`src/rtl/register_file_sb.sv`:
```
// Register file with r0 hardwired to zero, same-cycle write-through bypass,
// and a per-register busy scoreboard that stalls issue on RAW/WAW hazards.
module register_file_sb #(
  parameter int WIDTH     = 32,
  parameter int ADDR_BITS = 5
) (
  input  logic                      clk,
  input  logic                      rst_n,
  input  logic                      WrEn,
  input  logic [ADDR_BITS-1:0]      Aw,
  input  logic [WIDTH-1:0]          Dw,
  input  logic [ADDR_BITS-1:0]      Aa,
  input  logic [ADDR_BITS-1:0]      Ab,
  output logic [WIDTH-1:0]          Da,
  output logic [WIDTH-1:0]          Db,
  input  logic                      IssEn,
  input  logic [ADDR_BITS-1:0]      Ai,
  output logic                      stall,
  output logic [(2**ADDR_BITS)-1:0] busy_vec
);

  localparam int DEPTH = 2**ADDR_BITS;

  logic [WIDTH-1:0] mem_q [DEPTH];
  logic [WIDTH-1:0] mem_d [DEPTH];
  logic [DEPTH-1:0] busy_q;
  logic [DEPTH-1:0] busy_d;

  logic wr_any;
  logic hz_a;
  logic hz_b;
  logic hz_w;
  logic iss_ok;

  always_comb begin
    wr_any = WrEn && (Aw != '0);
  end

  // Read ports: r0 is always zero, and a landing write-back forwards its data.
  always_comb begin
    if (Aa == '0) begin
      Da = '0;
    end else if (WrEn && (Aw == Aa)) begin
      Da = Dw;
    end else begin
      Da = mem_q[Aa];
    end
    if (Ab == '0) begin
      Db = '0;
    end else if (WrEn && (Aw == Ab)) begin
      Db = Dw;
    end else begin
      Db = mem_q[Ab];
    end
  end

  // A write-back landing this cycle resolves the hazard on its register.
  always_comb begin
    hz_a   = busy_q[Aa] && !(WrEn && (Aw == Aa));
    hz_b   = busy_q[Ab] && !(WrEn && (Aw == Ab));
    hz_w   = busy_q[Ai] && (Ai != '0) && !(WrEn && (Aw == Ai));
    stall  = IssEn && (hz_a || hz_b || hz_w);
    iss_ok = IssEn && !stall && (Ai != '0);
  end

  always_comb begin
    for (int i = 0; i < DEPTH; i++) begin
      mem_d[i] = mem_q[i];
    end
    if (wr_any) begin
      mem_d[Aw] = Dw;
    end
    mem_d[0] = '0;
  end

  // Set is applied after clear so a new producer on the same register wins.
  always_comb begin
    busy_d = busy_q;
    if (wr_any) begin
      busy_d[Aw] = 1'b0;
    end
    if (iss_ok) begin
      busy_d[Ai] = 1'b1;
    end
    busy_d[0] = 1'b0;
  end

  always_ff @(posedge clk or negedge rst_n) begin
    if (!rst_n) begin
      for (int i = 0; i < DEPTH; i++) begin
        mem_q[i] <= '0;
      end
      busy_q <= '0;
    end else begin
      for (int i = 0; i < DEPTH; i++) begin
        mem_q[i] <= mem_d[i];
      end
      busy_q <= busy_d;
    end
  end

  assign busy_vec = busy_q;

endmodule

```
`config.mk`:
```
export PLATFORM = sky130hd
export DESIGN_NAME = register_file_sb
export DESIGN_NICKNAME = d
export VERILOG_FILES = /design/src/rtl/register_file_sb.sv
export SDC_FILE = /design/constraint.sdc
export NUM_CORES = 2
export LEC_CHECK = 0
export ABC_AREA = 1
export BUFFER_PORTS_ARGS = -buffer_cell sky130_fd_sc_hd__buf_2
export CORE_MARGIN = 10
export CORE_UTILIZATION = 35
export CTS_BUF_LIST = sky130_fd_sc_hd__clkbuf_4
export DETAILED_ROUTE_END_ITERATION = 8
export PLACE_DENSITY = 0.58
export SLEW_MARGIN = 20
export SYNTH_ARGS = -nofsm -noshare
export SYNTH_HDL_FRONTEND = slang
export SYNTH_SLANG_ARGS = --single-unit
```
`constraint.sdc`:
```
create_clock -name clk -period 2.63 [get_ports clk]
set_clock_uncertainty 0.15 [all_clocks]
set_input_delay 0.3945 -clock clk [delete_from_list [all_inputs] [get_ports clk]]
set_output_delay 0.3945 -clock clk [all_outputs]
set_load 0.02 [all_outputs]
```
# == Yosys cells after proc, flatten, opt, wreduce, memory -nomap -nowiden ==
# Cells that the tools add are included.
# op_classes
eq_ne,3
n_reduce_logical,24
bitwise_logic,6
magnitude_cmp,10
mux,25
# ops
operator,n
bitwise mux 1024 bit,1
two-way mux 32 bit,11
binary-select mux 32 bit (select 5 bit),2
demux 32 bit (select 5 bit),1
AND 32 bit,1
NOT 32 bit,1
OR 32 bit,1
"less-than comparator 5 x 6 -> 1 bit, second input constant",4
"greater-or-equal comparator 6 bit, second input constant",3
NOT 5 -> 6 bit,3
binary-select mux 1 bit (select 5 bit),3
== test 5 bit,3
logical AND 1 bit,14
demux 1 bit (select 5 bit),2
"greater-or-equal comparator 5 x 1 -> 1 bit, second input constant",2
zero test 5 bit,2
nonzero test 5 bit,2
"less-than comparator 6 x 1 -> 1 bit, second input constant",1
two-way mux 1 bit,5
zero test 1 bit,4
logical OR 1 bit,2
# totals
wordCells,100
inputBits,56
register_bits,1023
out_inout_bits,97

# == Logic depth before layout (Yosys ltp) ==
# logic_depth
ltp_word,11
ltp_mapped,15
mapped_depth_nobuf,13

# == Worst setup path after synthesis ==
# No wires, ideal clock.
# synth_path
path_kind,input-to-output
from,input Ab[0]
to,output Db[0]
cell_stages,12
slack_ps,326
arrival_ps,1759
required_time_ps,2086
n_path_buf,5
path_cell_list,buf_6 buf_6 buf_6 buf_4 buf_2 a21oi_1 o21ai_0 a21oi_1 o211ai_1 nand3_1 nand2_1 inv_1
# synth_via
elab_chain_cells,6
elab_cells_between_ends,9
cone_classes,1 x eq/ne; 5 x mux; 1 x bitwise; 2 x reduce/logical
# synth_lines
item,line_no,text
from (decl),13,"input logic [ADDR_BITS-1:0] Ab,"
NOT 5 -> 6 bit (implied by the code),53,Db = mem_q[Ab];
binary-select mux 32 bit (select 5 bit),53,
two-way mux 32 bit (implied by the code) (2 in a row),53,
two-way mux 32 bit,50,end else if (WrEn && (Aw == Ab)) begin
two-way mux 32 bit (*),48,if (Ab == '0) begin
to (decl),15,"output logic [WIDTH-1:0] Db,"
# Mark *: on every way between the ends. The rest lies on a longest branch, timed or not. The select of a mux whose other input is x is not followed.

# == Worst setup path after layout ==
# layout_path
from,register mem_q[20] in the netlist's numbering
to,output Da[20]
# layout_via
elab_chain_cells,5
# layout_lines
item,line_no,text
from (decl),24,logic [WIDTH-1:0] mem_q [DEPTH];
"from (signal, indexed assignment)",96,mem_q[i] <= mem_d[i];
binary-select mux 32 bit (select 5 bit),46,Da = mem_q[Aa];
two-way mux 32 bit (implied by the code) (2 in a row),46,
two-way mux 32 bit,43,end else if (WrEn && (Aw == Aa)) begin
two-way mux 32 bit,41,if (Aa == '0) begin
to (decl),14,"output logic [WIDTH-1:0] Da,"
# No other way between the ends. The select of a mux whose other input is x is not followed.

==> results.md <==
- Gate count of the mapped netlist: 7250
- Number of placed I/O pins: 153
- Routed Wire Length: approximately 260 mm
- Power, Total: 47.8 mW
- Critical path arrival: 2830 ps
- RSZ-0062 raised after global routing: yes
- CP Buf/Inv Count: 3
- Worst-path clk slew: 70 ps
- Layout area overhead: 25.5%
- Max IR drop VDD: 0.000469 V
- Layout net count: 7848
- Largest driver fanout on the critical path: 3
- Result of the run: finished with violations
- Max incr delay on CP: around 400 ps
- FILL cells: 15.6k
- Reg2reg setup slack: around 140 ps
- End point of the most critical hold path: busy_vec[24]
- Instance count along the most critical hold path: 7
- Hold/Removal Path Class: input port to register
- Avg Vias per Cell: 5.88
- Crit-path cells: a21oi_1, o21ai_1, o211ai_1, nand3_1, nand4_1, nand3_2, nand2_2, buf_12, inv_4, buf_6
- Worst setup timing slack at the placement stage: -429 ps
- Max-capacitance violation count: 0
- Family of cells with the greatest summed delay on the critical path: simple AND/OR/NAND/NOR gates
- Final clock period utilization by the worst path: 128%
- Count of synthesis-stage warnings from yosys: 0
- Most common cell in the synthesized netlist: sky130_fd_sc_hd__nand2_1
- Skew-Pair Late Insertion Delay: about 1300 ps
- Cell-internal power: 31.2 mW
- Leading cell types by count after synthesis: sky130_fd_sc_hd__nand2_1 (1359), sky130_fd_sc_hd__a21oi_1 (1267), sky130_fd_sc_hd__dfrtp_1 (1023)
- Number of hold violations in the final report: 0
- Clock tree root driver cell: sky130_fd_sc_hd__clkbuf_4
- Final slew viol count: 0
- Global-route wire length before repair: approximately 380 mm
- Net Count, Synth: 7306
- Placeable Area: 158000 µm²
- H-Tree Level Count: 5
- Smallest setup slack after layout: -742 ps
- Violated checks: setup timing
- Yosys reg bits: 1023
- Logic gate share of total power: between 20% and 30%
- Number of clock buffers inserted by TritonCTS: 300
- Number of antenna violations at the first check in global routing: 6
- Post-synth EDFFs: 0
- Total GRT Usage: 28.5%
- Share of power burned in registers: 44.8%
- Number of different library cells in the post-synthesis netlist: 38
- Fraction of layout cells with a size suffix above 1: 20.7%
- NetSw: approximately 17 mW
- Final critical path time including I/O delays and setup: 3370 ps
- Startpoint of the lowest-slack hold path: Aw[2]
- Average detailed-routed wire length per instance: 25.7 µm
- Slowest library cell on the worst path: sky130_fd_sc_hd__dfrtp_1
- Initial core utilization: 35.1%
- Max Fclk: around 300 MHz
- Die Width: 418 µm
- Kind of end point of the critical path: output port
- Depth of the worst register-to-register path: 18
- Post-DP HPWL: 168 mm
- Relative max-transition margin: between 40 and 50%
- Final weighted congestion of routability-driven global placement: between 0.9 and 1
- Area of the die: ~170000 µm²
- Finished Core Util: 44.1%
- Via count of the first global-routing pass: about 57k
- Reg-to-reg startpoint: busy_vec[23]
- Critical register-to-register path endpoint: busy_vec[5]
- Total power divided by cell area: 687 nW/µm²
- Overflow left after global routing: 0
- Most used DFF post-synth: sky130_fd_sc_hd__dfrtp_1
- Leakage: approximately 31 nW
- Slew @ Worst Pin: roughly 770 ps
- Average size of a mapped cell: 7.65 µm²
- Count of TritonRoute iterations in the first routing pass: 8
- Crit start category: register
- Clock tree from TritonCTS: yes
- Area leader, netlist: sky130_fd_sc_hd__dfrtp_1
- Net Sw Frac: 34.8%
- Iteration-0 DRC count of the detailed router: 7172
- Area contributors post-synth: sky130_fd_sc_hd__dfrtp_1 (46%), sky130_fd_sc_hd__a21oi_1 (11%), sky130_fd_sc_hd__nand2_1 (9.2%), sky130_fd_sc_hd__o21ai_0 (7.8%), sky130_fd_sc_hd__o211ai_1 (4.3%)
- Part of the power in the clock network: 30.6%
- Worst Path Required: ~2100 ps
- Accumulated negative setup slack: -41020 ps
- Share of the synthesized area in the top cell type: 46.1%
- Share of synthesized area occupied by flip-flops and latches: 46.1%
- Residual antenna-violating net count after detailed routing: 0
- Cell area after synthesis: 55500 µm²
- DRC Markers: 0
- Vias after detailed routing: 59.0k
- Multi-input gate area in the final layout: 26000 µm²
- Maximum clock insertion buffer count: 4
- Area used by sequential logic in the layout: 25600 µm²
- Category of the most critical setup path: register to output port
- Die height: 418 µm
- Final-report setup violation count: 65
- Number of rows in the core area: 146
- Largest net degree at the start of global routing: 125
- Clk sink count: 1023
- # port buffers: 151
- FFs w/ async S/R, synth: 100%
## worst max-delay path by stage
stage	from	to	slack, ps	cells after the start
2_1_floorplan	Ab[0]	Db[0]	330	12
3_3_place_gp	Aa[1]	Da[0]	-430	12
3_5_place_dp	Aa[1]	Da[0]	-430	12
4_1_cts	mem_q[260]	Db[4]	-800	9
5_1_grt	mem_q[15]	Db[15]	-880	9
6_report	mem_q[20]	Da[20]	-740	10
## per-layer routing
layer	vias to the layer above	GRT usage (%)	part of all wire [%]
li1	26100	-	-
met1	28200	35.9	38
met2	3781	43.6	44
met3	934	7.08	11
met4	6	17.8	6.9
met5	-	0	0.0089
## kinds of logic (layout without fill, tap and decap cells)
group | after synthesis | count (layout) | synth area share, %
AND/OR/NAND/NOR | 2316 | 2316 | 17.7
other | 1 | 4 | 0.00676
flip-flops | 1023 | 1023 | 46.1
buffers and inverters | 1136 | 1852 | 8.78
AO/OA/AOI/OAI | 2774 | 2774 | 27.3
## registers in the layout, summed over array words and instances (netlist names)
register	flops
mem_q	992
busy_vec	31
## power groups by stage
stage | registers (mW) | clock network, mW | logic, mW
6_report | 21.4 | 14.6 | 11.8
5_1_grt | 21.8 | 15.7 | 13.0
4_1_cts | 21.3 | 14.9 | 11.4
3_5_place_dp | 21.6 | 0 | 10.6
3_3_place_gp | 21.5 | 0 | 10.4
2_1_floorplan | 21.0 | 0 | 6.56
## final cells by class
cell class                 instances  share of cell area (%)
clock inverter                    46                   0.295
inverter                         437                    2.47
sequential                      1023                    36.8
antenna                            3                  0.0108
clock buffer                     430                    4.64
multi-input combinational       5091                    37.4
timing repair buffer             939                    14.7
tap                             2072                    3.72
## timing repair
item | 4_1_cts | 5_1_grt
hold endpoints to repair | 2046 | 0
cloned | 0 | 3
buffers inserted | 42 | 35
hold buffers | 118 | 0
resized for setup | 399 | 138
setup endpoints to repair | 65 | 142
pin swaps | 377 | 256
## metrics by stage
stage / hold WS (ps) / cell area (µm²) / std cells
5_1_grt: 0.148 / 69600 / 10000
3_5_place_dp: 171 / 63200 / 9380
3_3_place_gp: 178 / 63200 / 9380
2_1_floorplan: -51.1 / 55500 / 7250
4_1_cts: 2.97 / 69000 / 10000
6_report: 34.0 / 69600 / 10000
## tightest hold or removal path: stages
cell and delay, ps:
sky130_fd_sc_hd__buf_2 140, sky130_fd_sc_hd__dlymetal6s4s_1 310, sky130_fd_sc_hd__buf_4 180, sky130_fd_sc_hd__nor3_2 70
sky130_fd_sc_hd__nand2_4 140, sky130_fd_sc_hd__o21ai_0 90, sky130_fd_sc_hd__nand2_1 60
## placed cells by master, fill, tap and decap left out, types with 20 or more instances in the layout
| cell | synthesis | final |
|---|---|---|
| sky130_fd_sc_hd__nand2_4 | 1 | 27 |
| sky130_fd_sc_hd__nor2_1 | 388 | 386 |
| sky130_fd_sc_hd__nand3_1 | 374 | 320 |
| sky130_fd_sc_hd__inv_2 | 20 | 72 |
| sky130_fd_sc_hd__nand2_1 | 1359 | 1290 |
| sky130_fd_sc_hd__clkbuf_4 | 0 | 430 |
| sky130_fd_sc_hd__o22ai_1 | 126 | 120 |
| sky130_fd_sc_hd__buf_6 | 11 | 63 |
| sky130_fd_sc_hd__a21oi_1 | 1267 | 1197 |
| sky130_fd_sc_hd__clkinv_1 | 5 | 40 |
| sky130_fd_sc_hd__dfrtp_1 | 1023 | 1020 |
| sky130_fd_sc_hd__buf_2 | 265 | 74 |
| sky130_fd_sc_hd__nand3_2 | 30 | 83 |
| sky130_fd_sc_hd__buf_4 | 37 | 463 |
| sky130_fd_sc_hd__buf_12 | 3 | 217 |
| sky130_fd_sc_hd__inv_1 | 411 | 340 |
| sky130_fd_sc_hd__nor2_4 | 13 | 20 |
| sky130_fd_sc_hd__nand2_2 | 4 | 45 |
| sky130_fd_sc_hd__or2_1 | 24 | 24 |
| sky130_fd_sc_hd__nand4_1 | 64 | 64 |
| sky130_fd_sc_hd__o21ai_0 | 859 | 777 |
| sky130_fd_sc_hd__o21ai_1 | 123 | 199 |
| sky130_fd_sc_hd__a21oi_2 | 0 | 70 |
| sky130_fd_sc_hd__o211ai_1 | 321 | 321 |
| sky130_fd_sc_hd__o221ai_1 | 73 | 72 |
| sky130_fd_sc_hd__dlygate4sd3_1 | 0 | 106 |
No activity file was read; power rests on OpenSTA's default activity.
